[config.mk]
export PLATFORM = sky130hd
export DESIGN_NAME = parity_nibble_rx
export DESIGN_NICKNAME = d
export VERILOG_FILES = /design/src/rtl/parity_nibble_rx.sv
export SDC_FILE = /design/constraint.sdc
export NUM_CORES = 1
export LEC_CHECK = 0
export ABC_CLOCK_PERIOD_IN_PS = 1800
export BUFFER_PORTS_ARGS = -buffer_cell sky130_fd_sc_hd__buf_2
export CAP_MARGIN = 20
export CORE_MARGIN = 10
export CORE_UTILIZATION = 56
export DETAILED_ROUTE_END_ITERATION = 10
export GPL_ROUTABILITY_DRIVEN = 0
export PLACE_DENSITY = 0.73
export SKIP_LAST_GASP = 1
export SLEW_MARGIN = 20
export SYNTH_ARGS = -nofsm -noshare
export SYNTH_HDL_FRONTEND = slang
export SYNTH_SLANG_ARGS = --single-unit
export TNS_END_PERCENT = 100
[constraint.sdc]
create_clock -name clk -period 1.8 [get_ports clk]
set_input_delay 0.18 -clock clk [delete_from_list [all_inputs] [get_ports clk]]
set_output_delay 0.18 -clock clk [all_outputs]
set_load 0.01 [all_outputs]
[src/rtl/parity_nibble_rx.sv]
// parity_nibble_rx
//   Serial receiver for 4-bit nibbles that carry one XOR parity bit.
//   The frame on an idle-high line is: start(0), d3, d2, d1, d0 (MSB first),
//   parity, stop(1).
//   The receiver rebuilds the nibble, recomputes the parity and reports both
//   parity errors and framing (stop-bit) errors.
//
// Parameters
//   CLKS_PER_BIT : clock cycles per serial bit (2 or more)
//   ODD_PARITY   : 0 = even parity, 1 = odd parity
//
// Ports
//   clk        : single clock; all state updates on the rising edge
//   reset      : asynchronous, active-high; clears all state immediately
//   rx         : serial line, asynchronous to clk, idles high
//   data       : last received nibble, held until the next frame completes
//   valid      : one-cycle pulse when a frame completes (good or bad)
//   parity_err : parity mismatch on the last frame, held with data
//   frame_err  : stop bit sampled low on the last frame, held with data
//   busy       : high whenever the receiver is not idle
module parity_nibble_rx #(
    parameter int unsigned CLKS_PER_BIT = 4,
    parameter bit          ODD_PARITY   = 1'b0
) (
    input  logic       clk,
    input  logic       reset,
    input  logic       rx,
    output logic [3:0] data,
    output logic       valid,
    output logic       parity_err,
    output logic       frame_err,
    output logic       busy
);

    localparam int unsigned CW = $clog2(CLKS_PER_BIT);
    localparam logic [CW-1:0] HALF_LAST = CW'(CLKS_PER_BIT / 2 - 1);
    localparam logic [CW-1:0] BIT_LAST  = CW'(CLKS_PER_BIT - 1);

    typedef enum logic [2:0] {
        IDLE,
        START,
        DATA,
        PARITY,
        STOP,
        WAIT_HIGH
    } state_t;

    state_t        state, state_nxt;
    logic [CW-1:0] cnt, cnt_nxt;
    logic [1:0]    bitcnt, bitcnt_nxt;
    logic [3:0]    shreg, shreg_nxt;
    logic          perr, perr_nxt;
    logic [3:0]    data_nxt;
    logic          valid_nxt;
    logic          parity_err_nxt;
    logic          frame_err_nxt;

    // Two-flop synchronizer.
    // The flops reset to the idle level so that a reset cannot fake a start bit.
    logic rx_meta, rx_s;

    always_ff @(posedge clk or posedge reset) begin
        if (reset) begin
            rx_meta <= 1'b1;
            rx_s    <= 1'b1;
        end else begin
            rx_meta <= rx;
            rx_s    <= rx_meta;
        end
    end

    always_ff @(posedge clk or posedge reset) begin
        if (reset) begin
            state      <= IDLE;
            cnt        <= '0;
            bitcnt     <= '0;
            shreg      <= '0;
            perr       <= 1'b0;
            data       <= '0;
            valid      <= 1'b0;
            parity_err <= 1'b0;
            frame_err  <= 1'b0;
        end else begin
            state      <= state_nxt;
            cnt        <= cnt_nxt;
            bitcnt     <= bitcnt_nxt;
            shreg      <= shreg_nxt;
            perr       <= perr_nxt;
            data       <= data_nxt;
            valid      <= valid_nxt;
            parity_err <= parity_err_nxt;
            frame_err  <= frame_err_nxt;
        end
    end

    always_comb begin
        state_nxt      = state;
        cnt_nxt        = cnt;
        bitcnt_nxt     = bitcnt;
        shreg_nxt      = shreg;
        perr_nxt       = perr;
        data_nxt       = data;
        valid_nxt      = 1'b0;
        parity_err_nxt = parity_err;
        frame_err_nxt  = frame_err;

        case (state)
            IDLE: begin
                cnt_nxt = '0;
                if (!rx_s) begin
                    state_nxt = START;
                end
            end

            // Re-check the start bit at its middle.
            // A line that is already high again at that point was a glitch.
            START: begin
                if (cnt == HALF_LAST) begin
                    cnt_nxt    = '0;
                    bitcnt_nxt = '0;
                    state_nxt  = rx_s ? IDLE : DATA;
                end else begin
                    cnt_nxt = cnt + 1'b1;
                end
            end

            DATA: begin
                if (cnt == BIT_LAST) begin
                    cnt_nxt    = '0;
                    shreg_nxt  = {shreg[2:0], rx_s};
                    bitcnt_nxt = bitcnt + 2'd1;
                    if (bitcnt == 2'd3) begin
                        state_nxt = PARITY;
                    end
                end else begin
                    cnt_nxt = cnt + 1'b1;
                end
            end

            PARITY: begin
                if (cnt == BIT_LAST) begin
                    cnt_nxt   = '0;
                    perr_nxt  = ((^shreg) ^ rx_s) != ODD_PARITY;
                    state_nxt = STOP;
                end else begin
                    cnt_nxt = cnt + 1'b1;
                end
            end

            // The result is published even when the frame has errors.
            // A low stop bit means the line may be in a break, so the receiver
            // waits for the line to go high before it arms again.
            STOP: begin
                if (cnt == BIT_LAST) begin
                    cnt_nxt        = '0;
                    data_nxt       = shreg;
                    parity_err_nxt = perr;
                    frame_err_nxt  = ~rx_s;
                    valid_nxt      = 1'b1;
                    state_nxt      = rx_s ? IDLE : WAIT_HIGH;
                end else begin
                    cnt_nxt = cnt + 1'b1;
                end
            end

            WAIT_HIGH: begin
                cnt_nxt = '0;
                if (rx_s) begin
                    state_nxt = IDLE;
                end
            end

            default: begin
                state_nxt = IDLE;
                cnt_nxt   = '0;
            end
        endcase
    end

    assign busy = (state != IDLE);

endmodule

# Word-level counts from Yosys, hierarchy flattened
# Index checks and enable logic that the tools add are counted.
# op_classes
n_reduce_logical,10
n_eq_ne,15
bitwise,2
n_addsub,2
mux,18
# ops
operator,count
$mux 3,8
$pmux 3 s6,1
$ne 2x2->1 const B,7
$mux 2,5
$pmux 2 s2,2
$reduce_and 7->1,1
$eq 3x2->1 const B,2
$eq 3x3->1 const B,2
$reduce_and 2->1,3
$add 2x1->2 const B,2
$eq 2x2->1 const B,2
$reduce_xor 4->1,1
$eq 3x1->1 const B,1
$logic_not 3->1,1
$reduce_and 3->1,1
$reduce_bool 3->1,1
$reduce_or 3->1,1
$eq 2x1->1 const B,1
$mux 1,2
$reduce_bool 2->1,1
$not 1->1,1
$xor 1x1->1,1
# totals
elab_cells,58
output_inout_bits,8
regBits,21

# Logic depth before layout (Yosys ltp)
# depth
word_depth,4
depth_mapped,5

# Least setup slack after synthesis
# No wires, ideal clock.
# synth_timing
path_kind,flip-flop to flip-flop
startpoint,register cnt[0]
endpoint,register data[0]
setup_slack_ns,0.350
synth_period_minus_slack_ns,1.450
n_path_buf,0
stages_incl_launch_ff,5
setup_time_ns,0.125
t_required_ns,1.675
arrival_ns,1.325
cell_sequence,dfrtp_1 -> ha_1 -> nand2_4 -> nor3_4 -> mux2_2
# synth_via
elab_chain_len,2
# synth_rtl
item,line_no,text
"start, declared",49,"logic [CW-1:0] cnt, cnt_nxt;"
"start signal, assigned",85,cnt <= cnt_nxt;
$eq 2x2->1,154,if (cnt == BIT_LAST) begin
$reduce_and 2->1 (no line),n/a,
"end signal, assigned",89,data <= data_nxt;
"end, declared",28,"output logic [3:0] data,"
# Every way passes these cells.
# A chain may end at the register's enable or synchronous reset.

# Final worst setup path
# layout_timing
startpoint,register state[0]
endpoint,output port busy
# layout_via
elab_chain_len,1
# layout_rtl
item,line_no,text
"start, declared",48,"state_t state, state_nxt;"
"start signal, assigned",84,state <= state_nxt;
$reduce_bool 3->1,180,assign busy = (state != IDLE);
"end, declared",32,output logic busy
# Every way passes these cells.

==> run_results.csv <==
group,metric,value,unit
global_routing,grt_max_degree,22,
run_status,status,"finished with violations",
global_routing,grt_pass1_vias,649,
logic_synthesis,synth_edf_count,0,
clock_tree,clk_path_buf_depth,2,
clock_tree,cts_tree,"yes",
logic_synthesis,synth_area,1040,µm²
global_routing,antenna_found_initial,0,
logic_synthesis,synth_fp_nets,92,
job,cap_violations,0,
cells_and_area,fin_nets,105,
clock_tree,numCtsBuffers,3,
setup_path,required,1620,ps
logic_synthesis,netlist_instances,84,
setup_path,endpoint_kind,"output pin",
timing,period_minus_slack,1610,ps
pwr,power.total,1410,µW
placement,pre_cts_ws,192,ps
floorplan,design.core.area,1750,µm²
cells_and_area,final_layout_size_suffix_gt1_share,32.3,%
pwr,power_leakage,0.000573,µW
timing,finalSetupTns,0,ps
timing,setup_violations,0,
setup_path,critPathLaunchType,"register",
clock_tree,hold_buffers,1,
timing,relSlewSlack,50.3,%
detailed_routing,drtAntennaViolNets,0,
logic_synthesis,synthDistinctLibCells,30,
timing,setup_ws,189,ps
logic_synthesis,ys_seq_area_share,50.7,%
detailed_routing,met2_length,704,µm
timing,tightest_slew,745,ps
floorplan,io_pins,11,
detailed_routing,drc_errors,0,
logic_synthesis,synthFlopType,"dfrtp_1",
detailed_routing,dr_wl_met3,106,µm
pwr,vdd_drop_max,0.631,mV
logic_synthesis,ys_seq_elements,21,
global_routing,grtUsageTotal,8.99,%
placement,portBuffers,10,
setup_path,critPathSlowestCell,"dfrtp_1",
pwr,power_density,1230,nW/µm²
global_routing,grt_pass1_wl,2.97,mm
detailed_routing,firstDrtPassIters,4,
timing,fmax,621,MHz
clock_tree,insertion_delay,290,ps
floorplan,initial_utilization,59.6,%
logic_synthesis,yosys-top-cells-area,"dfrtp_1, mux2_2, ha_1",
setup_path,max_stage_delay,570,ps
setup_path,arrival,1430,ps
logic_synthesis,syn_area_per_cell,12.4,µm²
clock_tree,clk_pin_slew,110,ps
setup_path,cp_top_family,"flip-flops",
detailed_routing,vias,647,
detailed_routing,drt-total-wl,1.63,mm
clock_tree,cts_sinks,21,
logic_synthesis,ys_warn_count,0,
floorplan,die_y,63.1,µm
setup_path,crit_chain,"or3_1, buf_2",
timing,hold_viol_final,8,
detailed_routing,routedWlPerCell,13.4,µm
setup_path,crit_fanout,16,
setup_path,critPathKind,"reg -> out",
timing,fin_skew,6.40,ps
timing,rsz0062_at_grt,"no",
placement,dp.final_hpwl,1.21,mm
logic_synthesis,synth_top_cell_by_area,"dfrtp_1",
setup_path,cp.buffers_inverters,1,
timing,slew_viol_final,0,
floorplan,die_area,3980,µm²
detailed_routing,top_layer,"met4",
timing,period_share,89.5,%
clock_tree,cts_setup_buffers,0,
clock_tree,cts-root-buf,"clkbuf_4",
logic_synthesis,ys_async_sr_fraction,100,%
clock_tree,cts.repair.resized,0,
detailed_routing,viasPerCell,5.35,
cells_and_area,num-fill-cells,140,
cells_and_area,diodes,0,
clock_tree,cts_htree_levels,1,
hold_path,holdCritPathClass,"in -> async",
detailed_routing,wl_met1,802,µm
cells_and_area,syn_to_final_growth,9.62,%
detailed_routing,drt-initial-drc-count,6,
run_status,violations,"negative hold slack",
logic_synthesis,synthDominantCellAreaShare,45.7,%
global_routing,grt_overflow,0,
timing,whs,-4.19,ps
floorplan,die_x,63.1,µm
floorplan,rows,15,
[placed cells by master (no fill, tap or decap), types with 2 or more instances in the layout]
cell type	netlist	layout
a21oi_1	2	2
a31oi_1	2	2
buf_2	2	10
clkbuf_4	0	3
dfrtp_1	19	19
dfstp_2	2	2
ha_1	5	5
inv_1	7	7
mux2_2	12	12
nand2_1	2	2
nand2b_1	2	2
nand3_1	2	2
nand3b_1	3	3
nor2_1	2	2
nor3b_1	3	3
o21ai_0	4	4
[final timing paths]
path                       startpoint          to  slack [ps]  cells past startpoint
min in group clk              rx_meta        rx_s         360                      0
hold / removal                  reset   bitcnt[0]          -4                      2
max in group asynchronous       reset  parity_err        1330                      2
setup / recovery             state[0]        busy         190                      2
hold reg to reg               rx_meta        rx_s         360                      0
setup reg to reg               cnt[0]     data[1]         190                      4
[registers in the layout (all words and copies together), names as in the netlist]
register    cells
data            4
shreg           4
state           3
bitcnt          2
cnt             2
frame_err       1
parity_err      1
perr            1
rx_meta         1
rx_s            1
valid           1
[layout make-up]
| cell class | count | area [µm²] | share of cell area (%) |
|---|---|---|---|
| Tap cell | 25 | 31.3 | 2.74 |
| Sequential cell | 21 | 528 | 46.3 |
| Multi-Input combinational cell | 53 | 469 | 41.1 |
| Timing Repair Buffer | 11 | 60.1 | 5.26 |
| Clock buffer | 4 | 26.3 | 2.30 |
| Inverter | 7 | 26.3 | 2.30 |
[metrics by stage]
step	cell area, µm²	util [%]	hold WS [ps]	cells
after floorplan	1040	-	155	84
after global placement	1100	63.3	286	116
after detailed placement	1100	63.3	291	116
after CTS	1140	65.4	25.0	121
after global routing	1140	65.4	38.1	121
final	1140	65.4	-4.19	121
[worst reg2reg max path: stages, from the launching register on]
cell and delay (ps):
dfrtp_1 430, ha_1 310, nand2_4 80, nor3_4 300, mux2_2 380
[where the power goes]
group	internal [µW]	switching, µW	total, µW
sequential	573	168	742
clock	86.0	131	217
combinational	253	194	447
total	912	494	1410
[kinds of logic (layout without fill, tap and decap cells)]
kind of cell    Yosys count  in the layout  synth area share [%]
buf+inv                  10             22                  4.21
xor+xnor                  3              3                  3.85
flops                    21             21                  50.7
fa+ha+maj                 5              5                  6.01
compound gates           12             12                  7.33
mux                      13             13                  13.9
simple gates             20             20                  13.9
[synth_stat cells (2+ instances only)]
library cell  count
a21oi_1           2
nand3b_1          3
dfstp_2           2
nor3b_1           3
nand2b_1          2
nand3_1           2
nor2_1            2
inv_1             7
mux2_2           12
ha_1              5
nand2_1           2
a31oi_1           2
o21ai_0           4
dfrtp_1          19
buf_2             2
[metal layers]
| metal | vias up | GRT usage, % |
|---|---|---|
| met2 | 14 | 12.4 |
| met4 | 0 | 3.91 |
| met3 | 2 | 3.89 |
| met1 | 313 | 11.7 |
| met5 | - | 0 |
| li1 | 318 | - |
No activity file was read; power rests on OpenSTA's default activity.
